**config.mk**
```make
export PLATFORM = sky130hd
export DESIGN_NAME = screen_loader_flat
export DESIGN_NICKNAME = d
export VERILOG_FILES = /design/src/rtl/screen_loader_if.sv /design/src/rtl/screen_loader.sv /design/src/flat_wrapper.sv
export SDC_FILE = /design/constraint.sdc
export NUM_CORES = 1
export LEC_CHECK = 0
export CAP_MARGIN = 20
export CELL_PAD_IN_SITES_DETAIL_PLACEMENT = 1
export CELL_PAD_IN_SITES_GLOBAL_PLACEMENT = 1
export CORE_MARGIN = 2
export CORE_UTILIZATION = 45
export CTS_BUF_LIST = sky130_fd_sc_hd__clkbuf_4
export DETAILED_ROUTE_END_ITERATION = 8
export GPL_TIMING_DRIVEN = 0
export PLACE_DENSITY = 0.83
export SYNTH_ARGS = -nofsm -noshare
export SYNTH_HDL_FRONTEND = slang
export SYNTH_SLANG_ARGS = --single-unit
```
**constraint.sdc**
```tcl
create_clock -name clock -period 4.72 [get_ports clock]
set_input_delay 0.944 -clock clock [delete_from_list [all_inputs] [get_ports clock]]
set_output_delay 0.944 -clock clock [all_outputs]
set_load 0.05 [all_outputs]
```
**src/rtl/screen_loader_if.sv**
```systemverilog
// screen_loader_if: groups the control, ROM and VGA plot signals around the screen loader
// master: control FSM / ROM mux side; drives start, memory_select and rom_data, and receives the rest
// slave : screen loader side; drives rom_sel, rom_addr, x, y, colour, plot, busy and finished
interface screen_loader_if #(
    parameter int ADDR_W   = 15,
    parameter int COLOUR_W = 3
);
    logic                start;
    logic [1:0]          memory_select;
    logic [1:0]          rom_sel;
    logic [ADDR_W-1:0]   rom_addr;
    logic [COLOUR_W-1:0] rom_data;
    logic [7:0]          x;
    logic [6:0]          y;
    logic [COLOUR_W-1:0] colour;
    logic                plot;
    logic                busy;
    logic                finished;
    modport master (
        output start, memory_select, rom_data,
        input  rom_sel, rom_addr, x, y, colour, plot, busy, finished
    );
    modport slave (
        input  start, memory_select, rom_data,
        output rom_sel, rom_addr, x, y, colour, plot, busy, finished
    );
endinterface

```
**src/rtl/screen_loader.sv**
```systemverilog
// screen_loader: on start, streams one full-screen background image from the selected ROM to the VGA plot port
// Ports:
//   clock  - system clock
//   resetn - asynchronous active-low reset
//   bus    - screen_loader_if.slave: start/memory_select request, rom_sel/rom_addr/rom_data ROM port,
//            x/y/colour/plot VGA port, busy level and one-cycle finished pulse
module screen_loader #(
    parameter int WIDTH        = 160,
    parameter int HEIGHT       = 120,
    parameter int ADDR_W       = 15,
    parameter int COLOUR_W     = 3,
    parameter int BLANK_COLOUR = 0
) (
    input  logic clock,
    input  logic resetn,
    screen_loader_if.slave bus
);
    typedef enum logic [1:0] {IDLE, FETCH, DRAIN, DONE} state_t;
    state_t              state, state_n;
    logic [7:0]          fx, fx_n, x_q, x_n;
    logic [6:0]          fy, fy_n, y_q, y_n;
    logic [ADDR_W-1:0]   addr_q, addr_n;
    logic [1:0]          sel_q, sel_n;
    logic [COLOUR_W-1:0] colour_q, colour_n;
    logic                plot_q, plot_n, busy_q, busy_n, fin_q, fin_n;
    logic                row_end, last;
    assign row_end = fx == 8'(WIDTH - 1);
    assign last    = row_end && fy == 7'(HEIGHT - 1);
    always_comb begin
        state_n  = state;
        fx_n     = fx;
        fy_n     = fy;
        addr_n   = addr_q;
        sel_n    = sel_q;
        x_n      = x_q;
        y_n      = y_q;
        colour_n = colour_q;
        plot_n   = 1'b0;
        busy_n   = busy_q;
        fin_n    = 1'b0;
        case (state)
            IDLE: if (bus.start) begin
                sel_n   = bus.memory_select;
                addr_n  = '0;
                fx_n    = '0;
                fy_n    = '0;
                busy_n  = 1'b1;
                state_n = FETCH;
            end
            FETCH: begin
                // rom_data belongs to the fetch point held during this cycle
                plot_n   = 1'b1;
                x_n      = fx;
                y_n      = fy;
                colour_n = sel_q == 2'd3 ? COLOUR_W'(BLANK_COLOUR) : bus.rom_data;
                // the last fetch point is not advanced so rom_addr holds N-1 to the end
                state_n  = last ? DRAIN : FETCH;
                fx_n     = last ? fx : row_end ? 8'd0 : fx + 8'd1;
                fy_n     = last ? fy : row_end ? fy + 7'd1 : fy;
                addr_n   = last ? addr_q : addr_q + ADDR_W'(1);
            end
            DRAIN: begin
                busy_n  = 1'b0;
                fin_n   = 1'b1;
                state_n = DONE;
            end
            DONE: state_n = IDLE;
        endcase
    end
    always_ff @(posedge clock or negedge resetn)
        if (!resetn) begin
            state    <= IDLE;
            fx       <= '0;
            fy       <= '0;
            addr_q   <= '0;
            sel_q    <= '0;
            x_q      <= '0;
            y_q      <= '0;
            colour_q <= '0;
            plot_q   <= 1'b0;
            busy_q   <= 1'b0;
            fin_q    <= 1'b0;
        end else begin
            state    <= state_n;
            fx       <= fx_n;
            fy       <= fy_n;
            addr_q   <= addr_n;
            sel_q    <= sel_n;
            x_q      <= x_n;
            y_q      <= y_n;
            colour_q <= colour_n;
            plot_q   <= plot_n;
            busy_q   <= busy_n;
            fin_q    <= fin_n;
        end
    assign bus.rom_sel  = sel_q;
    assign bus.rom_addr = addr_q;
    assign bus.x        = x_q;
    assign bus.y        = y_q;
    assign bus.colour   = colour_q;
    assign bus.plot     = plot_q;
    assign bus.busy     = busy_q;
    assign bus.finished = fin_q;
endmodule

```
**src/flat_wrapper.sv**
```systemverilog
// flat-port wrapper written by rule: the top's interface ports become plain ports
module screen_loader_flat 
#(
    parameter int WIDTH        = 160,
    parameter int HEIGHT       = 120,
    parameter int ADDR_W       = 15,
    parameter int COLOUR_W     = 3,
    parameter int BLANK_COLOUR = 0
)
  (clock, resetn, bus_start, bus_memory_select, bus_rom_data, bus_rom_sel, bus_rom_addr, bus_x, bus_y, bus_colour, bus_plot, bus_busy, bus_finished);
  screen_loader_if #(.ADDR_W(ADDR_W), .COLOUR_W(COLOUR_W)) bus_i ();
  input  logic clock;
  input  logic resetn;
  input wire logic [$bits(bus_i.start)-1:0] bus_start;
  input wire logic [$bits(bus_i.memory_select)-1:0] bus_memory_select;
  input wire logic [$bits(bus_i.rom_data)-1:0] bus_rom_data;
  output wire logic [$bits(bus_i.rom_sel)-1:0] bus_rom_sel;
  output wire logic [$bits(bus_i.rom_addr)-1:0] bus_rom_addr;
  output wire logic [$bits(bus_i.x)-1:0] bus_x;
  output wire logic [$bits(bus_i.y)-1:0] bus_y;
  output wire logic [$bits(bus_i.colour)-1:0] bus_colour;
  output wire logic [$bits(bus_i.plot)-1:0] bus_plot;
  output wire logic [$bits(bus_i.busy)-1:0] bus_busy;
  output wire logic [$bits(bus_i.finished)-1:0] bus_finished;
  assign bus_i.start = bus_start;
  assign bus_i.memory_select = bus_memory_select;
  assign bus_i.rom_data = bus_rom_data;
  assign bus_rom_sel = bus_i.rom_sel;
  assign bus_rom_addr = bus_i.rom_addr;
  assign bus_x = bus_i.x;
  assign bus_y = bus_i.y;
  assign bus_colour = bus_i.colour;
  assign bus_plot = bus_i.plot;
  assign bus_busy = bus_i.busy;
  assign bus_finished = bus_i.finished;
  screen_loader #(.WIDTH(WIDTH), .HEIGHT(HEIGHT), .ADDR_W(ADDR_W), .COLOUR_W(COLOUR_W), .BLANK_COLOUR(BLANK_COLOUR)) u_core (.clock(clock), .resetn(resetn), .bus(bus_i));
endmodule
```
-- Word level (Yosys, flattened, before mapping)
Index checks and enable logic that the tools add are counted.
- output and inout bits: 38
- input bits: 8
- logic and storage cells: 50
- register bits after elaboration: 55
- equal/unequal tests: 9
- reductions and logical operators: 8
- add/subtract/negate cells: 3
- multiplexer cells: 19
- operators by type and width (cell ; number):
    $mux W15 ; 2
    $pmux W15 S2 ; 1
    $mux W8 ; 3
    $mux W7 ; 3
    $pmux W8 S2 ; 1
    $add A15 B1 Y15 const B ; 1
    $pmux W7 S2 ; 1
    $add A8 B1 Y8 const B ; 1
    $eq A8 B8 Y1 const B ; 1
    $pmux W2 S4 ; 1
    $add A7 B1 Y7 const B ; 1
    $eq A7 B7 Y1 const B ; 1
    $eq A2 B2 Y1 const B ; 3
    $mux W2 ; 2
    $ne A2 B2 Y1 const B ; 2
    $reduce_and A2 Y1 ; 2
    $reduce_and A4 Y1 ; 1
    $reduce_bool A2 Y1 ; 2
    $mux W1 ; 3
    $mux W3 ; 1
    $reduce_and A3 Y1 ; 1
    $eq A2 B1 Y1 const B ; 1
    $logic_not A2 Y1 ; 1
    $ne A2 B1 Y1 const B ; 1
    2 further kinds ; 2

-- Logic depth before layout (Yosys ltp)
- word-level depth: 4
- depth in mapped cells: 6
- mapped depth without buffers: 5

-- Worst setup path after synthesis
No wires, ideal clock.
- kind: register -> register
- from: reg u_core.addr_q[0], in the netlist u_core.bus.rom_addr[0]
- to: reg u_core.addr_q[14], in the netlist u_core.bus.rom_addr[14]
- data arrival time: 2.087 ns
- stages on the path, launching flop included: 6
- data required time: 4.642 ns
- buffers on the path: 0
- library setup time: 0.078 ns
- slack: 2.555 ns
- period minus slack after synthesis: 2.165 ns
- cells stage by stage: dfrtp_1 ha_1 nand3_2 or4_1 or4_1 a21oi_1
- word-level cells in the longest chain between the ends: 3
- RTL lines (what ; RTL line ; RTL):
    from (decl) ; screen_loader.sv:22 ; logic [ADDR_W-1:0] addr_q, addr_n;
    from (signal assigned) ; screen_loader.sv:87 ; addr_q <= addr_n;
    $add A15 B1 Y15 ; screen_loader.sv:60 ; addr_n = last ? addr_q : addr_q + ADDR_W'(1);
    $mux W15 ; screen_loader.sv:60 ;
    $pmux W15 S2 ; screen_loader.sv:41 ; case (state)
Every way passes these cells. The select of a mux whose other input is x is not followed.
A chain may end at the register's enable or synchronous reset.

-- Worst setup path in the final report
- from: reg u_core.addr_q[2], in the netlist u_core.bus.rom_addr[2]
- to: out bus_rom_addr[2]
- RTL lines (what ; RTL line ; RTL):
    to (decl) ; flat_wrapper.sv:18 ; output wire logic [$bits(bus_i.rom_addr)-1:0] bus_rom_addr;
No word-level cell between the ends.

==> qor.txt <==
Syn avg cell area: 9.82 um^2
TNS Setup: 0 ps
Synth warn: 0
Die area: 6520 um^2
FP Rows: 27
Syn Inst Count: 270
CTS H-tree lvls: 2
Most frequent cells in the layout: nand2_1, dfrtp_1, clkdlybuf4s50_1
Cell Count, Final, Fillers Out: 396
Starting Density: 0.473
Final Hold Viols: 0
Worst Max-Slew Pin Slew: 1020 ps
Post-synth ARST share: 1.00
Post-layout nets: 334
Total power draw: 0.00150 W
First-pass GRT wire length: 11.8 mm
Worst setup EP type: output port
Final min period: 2680 ps
P per Cell Area: 459 nW/um^2
Root buf cell: clkbuf_4
Critical path depth: 1
TritonCTS Buffers: 5
Worst slew margin relative to its limit: 0.318
Largest net degree at the start of global routing: 34
Clk_lat worst skew: 390 ps
Post-DR wirelength/cell: 17.7 um
Most common cell after layout, fill and taps aside: nand2_1
WL final: 7.00 mm
Clock transition at path regs: 150 ps
Fillers: 656
IO Port Bufs: 45
CTS Hold Bufs: 0
WP buf/inv: 1
Post-CTS setup buffer count: 0
Worst EP required: 3780 ps
Layout cells sized above 1: 0.0926
Synth cell types: 51
Launch point of the worst reg-to-reg path: u_core.fx[1]
Maximum clock frequency: 373 MHz
N_diodes: 0
Syn nets: 281
Crit Path Class: reg2out
Slowest-stage cell, CP: clkdlybuf4s50_1
DRT Pass-1 Iters: 4
Via count: 2306
Synth Flop Type: dfrtp_1
Status: finished, final reports clean
Seq/Total Area, Yosys: 0.519
Worst hold slack: 491 ps
Area growth syn-to-layout: 23.1%
CTS Sinks: 55
Worst-case hold path end point: u_core.bus.x[1]
Via-to-Cell Ratio: 5.82
CTS tree: built
Gr usage total: 0.237
Hold_sp: u_core.bus.x[1]
Area of the multi-input gates: 1200 um^2
Critical Path Max Stage Delay: 860 ps
EDFF count, synth: 0
Startpoint class of the critical path: flop
Final GP Congestion: 0.808
Hpwl dp: 5.10 mm
Max Slew Vio Count: 0
IO Count: 46
Clock skew: 15.3 ps
Register bit total from synthesis: 55
Register area: 1380 um^2
HP Class: reg2reg
Post-Syn Area: 2650 um^2
Cell chain of the critical path: clkdlybuf4s50_1
Drt drc: 0
R2R Setup Slk: 2520 ps
Crit path DAT: 1740 ps
RSZ-0062 raised after global routing: no
Die X: 80.8 um
Final setup viols: 0
Placed cells: 388
Gr ovfl total: 0
CP max FO: 7
Number of gates resized after cts: 0
Worst reg2reg path endpoint: u_core.bus.rom_addr[3]
Worst hold stages: 2
Number of global-route vias before repair: 2379
Maximum vdd drop: 0.281 mV
CTS Buffer Depth: 2
Initial antenna violation count: 0
Tcrit/Tclk final: 0.568
Leak: 1.43 nW
Initial DRC Count: 85
Max-cap viol count: 0
DRT antenna net count: 0
Cell family with most CP delay: buffers and inverters
Die Ht: 80.8 um
R2R depth: 6
Total core area: 5610 um^2
synth_stat cells, types with 3 or more instances:
| library cell | count | area [um^2] |
|---|---|---|
| o31ai_1 | 15 | 113 |
| or2_2 | 4 | 25.0 |
| nand2_1 | 61 | 229 |
| o21ai_0 | 7 | 35.0 |
| clkbuf_1 | 4 | 15.0 |
| a22o_1 | 4 | 35.0 |
| and3_1 | 4 | 25.0 |
| o41ai_1 | 3 | 26.3 |
| buf_1 | 3 | 11.3 |
| nand3_1 | 11 | 55.1 |
| dfrtp_1 | 55 | 1380 |
| a21oi_1 | 19 | 95.1 |
| or4_1 | 12 | 90.1 |
| nor2_1 | 8 | 30.0 |
| inv_1 | 6 | 22.5 |
| ha_1 | 3 | 37.5 |
| mux2i_1 | 4 | 40.0 |
stage by stage:
stage	setup slack, ps	util	area, um^2
3_3_place_gp	968	0.569	3190
3_5_place_dp	1600	0.572	3210
5_1_grt	1920	0.582	3260
2_1_floorplan	2550	-	2650
6_report	2040	0.582	3260
4_1_cts	2020	0.582	3260
where the power goes:
part / total [W] / switching [W] / leakage, nW / internal (W)
Combinational: 0.000605 / 0.000399 / 0.680 / 0.000207
Clock: 0.000219 / 0.000149 / 0.0361 / 0.0000700
Sequential: 0.000675 / 0.000107 / 0.709 / 0.000568
Total: 0.00150 / 0.000655 / 1.43 / 0.000845
final cells by class:
type / count / area share
clock inverter: 1 / 0.00153
tap: 72 / 0.0276
multi-input combinational: 197 / 0.368
buffer: 11 / 0.0149
sequential: 55 / 0.422
inverter: 7 / 0.00805
clock buffer: 7 / 0.0161
timing repair buffer: 46 / 0.143
state kept, by name (all words and copies together) (netlist names), named ones only:
name / count
u_core.fx: 8
u_core.bus.rom_sel: 2
u_core.bus.finished: 1
u_core.state: 1
u_core.bus.rom_addr: 15
u_core.bus.busy: 1
u_core.bus.plot: 1
u_core.fy: 7
u_core.bus.y: 7
u_core.bus.x: 8
u_core.bus.colour: 3
cells by family (layout without fill, tap and decap cells):
group | after synthesis | in the layout | synth area share
multiplexers | 5 | 5 | 0.0193
AO/OA/AOI/OAI | 63 | 63 | 0.158
AND/OR/NAND/NOR | 126 | 126 | 0.261
buffers and inverters | 18 | 72 | 0.0283
flip-flops | 55 | 55 | 0.519
adder cells (fa/ha/maj) | 3 | 3 | 0.0142
routing by layer:
| layer | routed length, um | global-route usage |
|---|---|---|
| met1 | 3110 | 0.313 |
| met2 | 3550 | 0.401 |
| met3 | 229 | 0.0378 |
| met4 | 108 | 0.0797 |
| met5 | 0 | 0 |
worst max path at each step:
stage | startpoint | to | slack [ps]
after floorplan | u_core.bus.rom_addr[0] | u_core.bus.rom_addr[14] | 2550
after global placement | resetn | u_core.bus.colour[2] | 970
after detailed placement | bus_start | u_core.bus.rom_addr[10] | 1600
after CTS | bus_start | u_core.bus.rom_addr[10] | 2020
after global routing | bus_start | u_core.bus.rom_addr[10] | 1920
final | u_core.bus.rom_addr[2] | bus_rom_addr[2] | 2040
No activity file was read; power rests on OpenSTA's default activity.
